## config.mk

```make
export PLATFORM = sky130hd
export DESIGN_NAME = icache
export DESIGN_NICKNAME = d
export VERILOG_FILES = /design/src/rtl/icache_pkg.sv /design/src/rtl/icache_array.sv /design/src/rtl/icache.sv
export SDC_FILE = /design/constraint.sdc
export NUM_CORES = 2
export LEC_CHECK = 0
export CORE_MARGIN = 3
export CORE_UTILIZATION = 61
export CTS_CLUSTER_DIAMETER = 30
export DETAILED_ROUTE_END_ITERATION = 10
export GPL_TIMING_DRIVEN = 1
export PLACE_DENSITY = 0.78
export SYNTH_ARGS = -nofsm -noshare
export SYNTH_HDL_FRONTEND = slang
export SYNTH_SLANG_ARGS = --single-unit
```

## constraint.sdc

```tcl
create_clock -name clk -period 7.5 [get_ports clk]
set_input_delay 1.5 -clock clk [delete_from_list [all_inputs] [get_ports clk]]
set_output_delay 1.5 -clock clk [all_outputs]
set_load 0.1 [all_outputs]
```

## src/rtl/icache_pkg.sv

```systemverilog
// Shared types, constants and width helpers for the instruction cache.
package icache_pkg;

  typedef enum logic [0:0] {
    IDLE   = 1'b0,
    REFILL = 1'b1
  } state_t;

  localparam logic [31:0] NOP_INSTR = 32'h0000_0013;

  // Byte-offset width: word select bits plus the two ignored byte bits.
  function automatic int unsigned off_w(input int unsigned words);
    return $clog2(words) + 2;
  endfunction

  function automatic int unsigned idx_w(input int unsigned lines);
    return $clog2(lines);
  endfunction

  function automatic int unsigned tag_w(input int unsigned lines, input int unsigned words);
    return 32 - off_w(words) - idx_w(lines);
  endfunction

endpackage

```

## src/rtl/icache_array.sv

```systemverilog
// Tag, valid and data storage: async read port, per-word write port.
module icache_array #(
  parameter int unsigned LINES = 16,
  parameter int unsigned WORDS = 4,
  parameter int unsigned IDX_W = 4,
  parameter int unsigned TAG_W = 24,
  parameter int unsigned WRD_W = 2
) (
  input  logic             clk,
  input  logic             rst,
  input  logic             flush,
  input  logic [IDX_W-1:0] rd_idx,
  input  logic [WRD_W-1:0] rd_word,
  output logic             rd_valid,
  output logic [TAG_W-1:0] rd_tag,
  output logic [31:0]      rd_data,
  input  logic             wr_en,
  input  logic [IDX_W-1:0] wr_idx,
  input  logic [WRD_W-1:0] wr_word,
  input  logic [31:0]      wr_data,
  input  logic             fill_done,
  input  logic [TAG_W-1:0] fill_tag,
  input  logic             fill_valid
);

  logic [LINES-1:0] valid_q;
  logic [TAG_W-1:0] tag_q  [LINES];
  logic [31:0]      data_q [LINES][WORDS];

  // Valid bits: cleared by reset or flush; flush wins over a completing fill.
  always_ff @(posedge clk or posedge rst) begin
    if (rst) begin
      valid_q <= '0;
    end else if (flush) begin
      valid_q <= '0;
    end else if (fill_done) begin
      valid_q[wr_idx] <= fill_valid;
    end
  end

  // Tag and data storage, not reset.
  always_ff @(posedge clk) begin
    if (wr_en) begin
      data_q[wr_idx][wr_word] <= wr_data;
    end
    if (fill_done) begin
      tag_q[wr_idx] <= fill_tag;
    end
  end

  assign rd_valid = valid_q[rd_idx];
  assign rd_tag   = tag_q[rd_idx];
  assign rd_data  = data_q[rd_idx][rd_word];

endmodule

```

## src/rtl/icache.sv

```systemverilog
// Direct-mapped read-only instruction cache with burst line refill.
module icache
  import icache_pkg::*;
#(
  parameter int unsigned LINES = 16,
  parameter int unsigned WORDS = 4
) (
  input  logic        clk,
  input  logic        rst,
  input  logic        fetch_en,
  input  logic [31:0] PC,
  input  logic        flush,
  output logic [31:0] instr,
  output logic        stall,
  output logic        mem_req,
  output logic [31:0] mem_addr,
  input  logic [31:0] mem_rdata,
  input  logic        mem_valid
);

  localparam int unsigned OFF_W = off_w(WORDS);
  localparam int unsigned IDX_W = idx_w(LINES);
  localparam int unsigned TAG_W = tag_w(LINES, WORDS);
  localparam int unsigned WRD_W = OFF_W - 2;

  state_t           state_q;
  logic [WRD_W-1:0] cnt_q;
  logic             drop_q;

  logic [TAG_W-1:0] pc_tag;
  logic [IDX_W-1:0] pc_idx;
  logic [WRD_W-1:0] pc_word;
  logic [TAG_W-1:0] ref_tag;
  logic [IDX_W-1:0] ref_idx;
  logic             rd_valid;
  logic [TAG_W-1:0] rd_tag;
  logic [31:0]      rd_data;
  logic             hit;
  logic             miss;
  logic             beat;
  logic             last_beat;
  logic             unused_pc;

  assign pc_tag    = PC[31 -: TAG_W];
  assign pc_idx    = PC[OFF_W +: IDX_W];
  assign pc_word   = PC[OFF_W-1:2];
  assign unused_pc = ^PC[1:0];

  // The line being refilled is identified by the latched burst address.
  assign ref_tag = mem_addr[31 -: TAG_W];
  assign ref_idx = mem_addr[OFF_W +: IDX_W];

  assign hit       = rd_valid & (rd_tag == pc_tag);
  assign miss      = (state_q == IDLE) & fetch_en & ~hit;
  assign beat      = (state_q == REFILL) & mem_valid;
  assign last_beat = beat & (cnt_q == WRD_W'(WORDS - 1));

  icache_array #(
    .LINES(LINES),
    .WORDS(WORDS),
    .IDX_W(IDX_W),
    .TAG_W(TAG_W),
    .WRD_W(WRD_W)
  ) u_array (
    .clk       (clk),
    .rst       (rst),
    .flush     (flush),
    .rd_idx    (pc_idx),
    .rd_word   (pc_word),
    .rd_valid  (rd_valid),
    .rd_tag    (rd_tag),
    .rd_data   (rd_data),
    .wr_en     (beat),
    .wr_idx    (ref_idx),
    .wr_word   (cnt_q),
    .wr_data   (mem_rdata),
    .fill_done (last_beat),
    .fill_tag  (ref_tag),
    .fill_valid(~drop_q)
  );

  // Output muxing: NOP and stall throughout a refill, lookup result in IDLE.
  always_comb begin
    stall = 1'b1;
    instr = NOP_INSTR;
    if (state_q == IDLE) begin
      stall = fetch_en & ~hit;
      if (hit) begin
        instr = rd_data;
      end
    end
  end

  // Miss launch, beat counting and drop tracking for the refill burst.
  always_ff @(posedge clk or posedge rst) begin
    if (rst) begin
      state_q  <= IDLE;
      cnt_q    <= '0;
      drop_q   <= 1'b0;
      mem_req  <= 1'b0;
      mem_addr <= '0;
    end else begin
      case (state_q)
        IDLE: begin
          if (miss) begin
            mem_addr <= {pc_tag, pc_idx, {OFF_W{1'b0}}};
            cnt_q    <= '0;
            mem_req  <= 1'b1;
            drop_q   <= flush;
            state_q  <= REFILL;
          end
        end
        REFILL: begin
          if (flush) begin
            drop_q <= 1'b1;
          end
          if (beat) begin
            cnt_q <= cnt_q + 1'b1;
            // Completion clears drop; a flush on this same beat is still
            // honoured because the array gives flush priority over the fill.
            if (last_beat) begin
              drop_q  <= 1'b0;
              mem_req <= 1'b0;
              state_q <= IDLE;
            end
          end
        end
        default: state_q <= IDLE;
      endcase
    end
  end

endmodule

```

# == Yosys cells after proc, flatten, opt, wreduce, memory -nomap -nowiden ==
# Memory sizes are Yosys's and may differ from the RTL's.
# Index checks and enable logic that the tools add are counted.
# W data, S select, Z words.
# totals
mem_bits_rw,2432
latch_bits,0
wordCells,72
reg_bits,49
n_memories,2
mem_bits_ro,0
# classes
n_mul,0
n_addsub,1
n_eq_ne,5
reduce_logical,6
bitwise_logic,11
muxes,35
order_cmp,6
n_shift,0
n_div,0
# memory_table
name,words,word_bits,rd,rd_clocked_by_memory_dff,wr,line_no,source
u_array.data_q,16,128,1,0,1,icache_array.sv:28,logic [31:0] data_q [LINES][WORDS];
u_array.tag_q,16,24,1,0,1,icache_array.sv:27,logic [TAG_W-1:0] tag_q [LINES];
# ops
cell,count
$mux W32,5
$mux W128,1
$bmux W32 S2,1
$demux W32 S2,1
$mux W16,2
$eq A24 B24 Y1,1
$bwmux W16,1
$mux W1,16
$lt A4 B5 Y1 const B,2
$and A1 B1 Y1,6
$ge A3 B3 Y1 const B,2
$not A2 Y3,2
$pmux W1 S2,3
$bmux W1 S4,1
$demux W1 S4,1
$ge A4 B1 Y1 const B,1
$mux W2,2
$ne A2 B1 Y1 const B,2
$pmux W2 S2,1
$reduce_and A2 Y1,2
$lt A3 B1 Y1 const B,1
$not A1 Y1,3
$reduce_and A3 Y1,1
$add A2 B1 Y2 const B,1
4 further kinds,5

# == Longest topological paths before layout ==
# logic_depth
depth_word,7
depth_mapped,16
mapped_depth_nobuf,9

# == By module ==
# A second synthesis with hierarchy kept.
# hier_totals
cells_unflattened,4136
area_unflattened_um2,95153.8
# by_module_without_submodules
module,seq_area_each_um2,n_inst,area_per_inst_um2,cells_each
icache_array,73430.4,1,93146.8,3962
icache,825.8,1,2006.9,174

# == Worst setup path after synthesis ==
# No wires, ideal clock.
# synth_timing
path_kind,input port to output port
from,in PC[5]
to,out instr[21]
required_ns,6.000
path_slack_ns,0.656
arrival_ns,5.344
path_stages,15
cell_sequence,buf_4 -> buf_4 -> buf_6 -> buf_6 -> mux2i_1 -> mux2i_1 -> nand4_1 -> nor4_1 -> o211ai_1 -> nor4_1 -> nand4_2 -> or2_1 -> clkbuf_2 -> buf_6 -> nor2b_1
# synth_between
elab_chain_len,6
elab_cells_between_ends,11
cone_classes,eq/ne (1); mux (7); bitwise (1); memory (2)
# synth_lines
item,line_no,source
from (decl),icache.sv:11,"input logic [31:0] PC,"
$mem_v2 Z16 W128,-,
$bmux W32 S2,icache_array.sv:53,assign rd_data = data_q[rd_idx][rd_word];
$mux W32 (implied by the code) (2 in a row),icache_array.sv:53,
$mux W32 (*),icache.sv:88,if (hit) begin
$mux W32 (*),icache.sv:86,if (state_q == IDLE) begin
to (decl),icache.sv:13,"output logic [31:0] instr,"
# Mark *: on every way between the ends. The rest lies on a longest branch, timed or not. The select of a mux whose other input is x is not followed.

# == Worst setup path after layout ==
# layout_timing
from,in PC[4]
to,out instr[23]
# The elaborated chain is that of the path after synthesis.

==> impl_metrics.tcl <==
set metrics [dict create \
    ys_seq_area_share_pct 77.7 \
    hold_class "reg2reg" \
    outcome "finished, final reports clean" \
    rows 144 \
    synth_area_um2 95600 \
    htreeDepth 5 \
    postSynthCellCount 3963 \
    cts_buffer_depth 4 \
    design.die.area_um2 161000 \
    gr-total-overflow 0 \
    drc_errors 0 \
    vdd_ir_drop_max_mv 0.373 \
    synthMuxAreaShare_pct 18.7 \
    final_core_util_pct 74.3 \
    min-delay-start "mem_req" \
    hold_viol_final 0 \
    finalWeightedCongestion 0.805 \
    postCtsSetupRepairBufs 0 \
    grt_setup_unrepaired "no" \
    power.share.combinational_pct 7.8 \
    port_buffers 128 \
    power.internal_mw 30.0 \
    initial_core_util_pct 61.7 \
    pwr_density_cell_nw_per_um2 348 \
    multi_input_area_um2 20700 \
    synthXorXnorAreaFrac_pct 0.220 \
    seqCellArea_um2 74300 \
    grt_pass1_vias 52100 \
    p_sw_mw 9.96 \
    synth_edf_count 2432 \
    hpwl_mm 131 \
    cts_root_buf "clkbuf_16" \
    relSlewSlack_pct 5.94 \
    cts_inserted_buffers 430 \
    period_share_pct 95.1 \
    synth_compound_area_share_pct 0.765 \
    end_kind "primary output" \
    route.vias.total 50800 \
    holdBufCountCts 0 \
    drive_gt1_share_pct 36.7 \
    tns_ns 0 \
    dr.pass1.iters 6 \
    reg2reg_to "u_array.tag_q[10][23]" \
    critPathLaunchType "input port" \
    r2r_start "state_q" \
    cts_tree "yes" \
    fin_crit_ns 7.14 \
    r2r_slack_ns 3.19 \
    antenna_found_initial 28 \
    reg2regPathDepth 4 \
    synth_ff_type "edfxtp_1" \
    wire_per_inst_um 42.5 \
    drt-total-wl_mm 291 \
    cts.sinks 2481 \
    synth_top_family_by_area "multiplexers" \
    final_common_cell "edfxtp_1" \
    clkLatencyLatePin_ns 0.94 \
    grt_pass1_wl_mm 409 \
    arrival_ns 5.64 \
    path_max_fanout 63 \
    drv_slew 0 \
    worstMarginPinSlew_ns 1.41 \
    drtIter0Drc 8171 \
    path_clk_slew_ns 0.04 \
    ys_types 56 \
    synth_area_per_cell_um2 24.1 \
    ys_seq_elements 2481 \
    leakagePower_nw 37.1 \
    grtUsageTotal_pct 36.7 \
    async_reset_ff_share_pct 1.98 \
    cts_resized 0 \
    via_per_inst 7.43 \
    cap_viol_max_count 0 \
    fillers 7327 \
    hold_depth 2 \
    seqPwrFrac_pct 41.5 \
    grt_max_degree 132 \
    setup_violations 0 \
    pin_count 135 \
    worstSetupPathType "in2out" \
    finalClockSkew_ns 0.0602 \
    synth_fa_ha_area_share_pct 0.0524 \
    switching_share_pct 24.9 \
    fmax_ghz 0.140 \
    layout.nets 4508 \
    pwr-share-clk_pct 50.7 \
    area_delta_synth_final_pct 20.4 \
    mostFrequentLayoutCells "edfxtp_1, mux4_2, clkbuf_16" \
    yosysWarnings 0 \
    core-area_um2 155000 \
    worstHoldEndpoint "mem_req" \
    drtAntennaViolNets 0 \
    synthSimpleGateAreaFrac_pct 1.41 \
    worst_ep_required_time_ns 6.00 \
    dieWidth_um 402 \
    die_h_um 402 \
]
kinds of logic after synthesis:
group                    after synthesis
AO/OA/AOI/OAI                        111
XOR/XNOR                              24
adder cells (fa/ha/maj)                4
buffers and inverters                223
flip-flops                          2481
multiplexers                         868
other                                  1
AND/OR/NAND/NOR                      251
power by group through the flow:
stage	combinational (mW)	sequential [mW]	clock [mW]
floorplan	1.25	17.2	0
global placement	2.92	16.7	0
detailed placement	2.98	16.8	0
CTS	3.10	16.6	20.3
global route	3.20	16.6	20.9
finish	3.13	16.6	20.3
per-stage QoR:
stage	total power [mW]	area, µm²	hold WS (ns)	setup WS [ns]	std cells
final	40.0	115000	0.520	0.365	6846
after detailed placement	19.8	100000	0.475	0.527	6047
after floorplan	18.5	95600	0.513	0.656	3966
after global routing	40.7	115000	0.549	0.237	6837
after global placement	19.6	100000	0.465	0.635	6047
after CTS	40.0	115000	0.527	0.340	6830
how the worst max path moves through the flow:
stage | from | end | slack [ns] | depth (start not counted)
floorplan | PC[5] | instr[21] | 0.66 | 15
global placement | PC[7] | instr[31] | 0.63 | 12
detailed placement | PC[7] | instr[26] | 0.53 | 12
CTS | PC[7] | instr[23] | 0.34 | 12
global route | PC[4] | instr[23] | 0.24 | 12
finish | PC[4] | instr[23] | 0.36 | 12
critical path, stage by stage:
cell and delay (ns):
buf_8 0.40, mux4_1 0.69, mux2i_1 0.27, xnor2_1 0.12, or4b_1 0.52, o31a_1 0.18
nor4b_2 0.41, nand4_2 0.23, or2_2 0.41, buf_4 0.30, nor2b_1 0.33, buf_12 0.22
sequential cells by signal (all words and copies together) (netlist names):
name,cells
mem_req,1
state_q,1
u_array.valid_q,16
cnt_q,2
drop_q,1
u_array.tag_q,384
mem_addr,28
u_array.data_q,2048
metal layers:
metal / vias up / routed length (µm) / GRT usage [%] / share of wire [%]
li1: 18200 / - / - / -
met1: 26500 / 93500 / 47.4 / 32
met2: 5063 / 140000 / 57.1 / 48
met3: 1095 / 38300 / 10.7 / 13
met4: 16 / 19000 / 20.2 / 6.5
met5: - / 150 / 0 / 0.052
final cells by class:
cell class	count	area share, %
clock inverter	324	3.35
timing repair buffer	253	2.29
inverter	7	0.0228
sequential	2481	64.6
tap	2044	2.22
clock buffer	459	9.48
multi-input combinational	1262	18.0
antenna	16	0.0348
cells in the mapped netlist, drive strengths merged (15+ instances only):
master,instances,area share [%]
clkbuf,91,0.36
or3,24,0.16
nor2,76,0.30
xor2,15,0.14
nand3,19,0.10
edfxtp,2432,76
buf,125,0.72
nor2b,31,0.20
a21oi,22,0.12
mux4,730,17
o21ai,26,0.14
dfrtp,49,1.3
mux2,53,0.62
mux2i,85,0.89
nand2,32,0.13
Power figures use the tool's default switching activity.
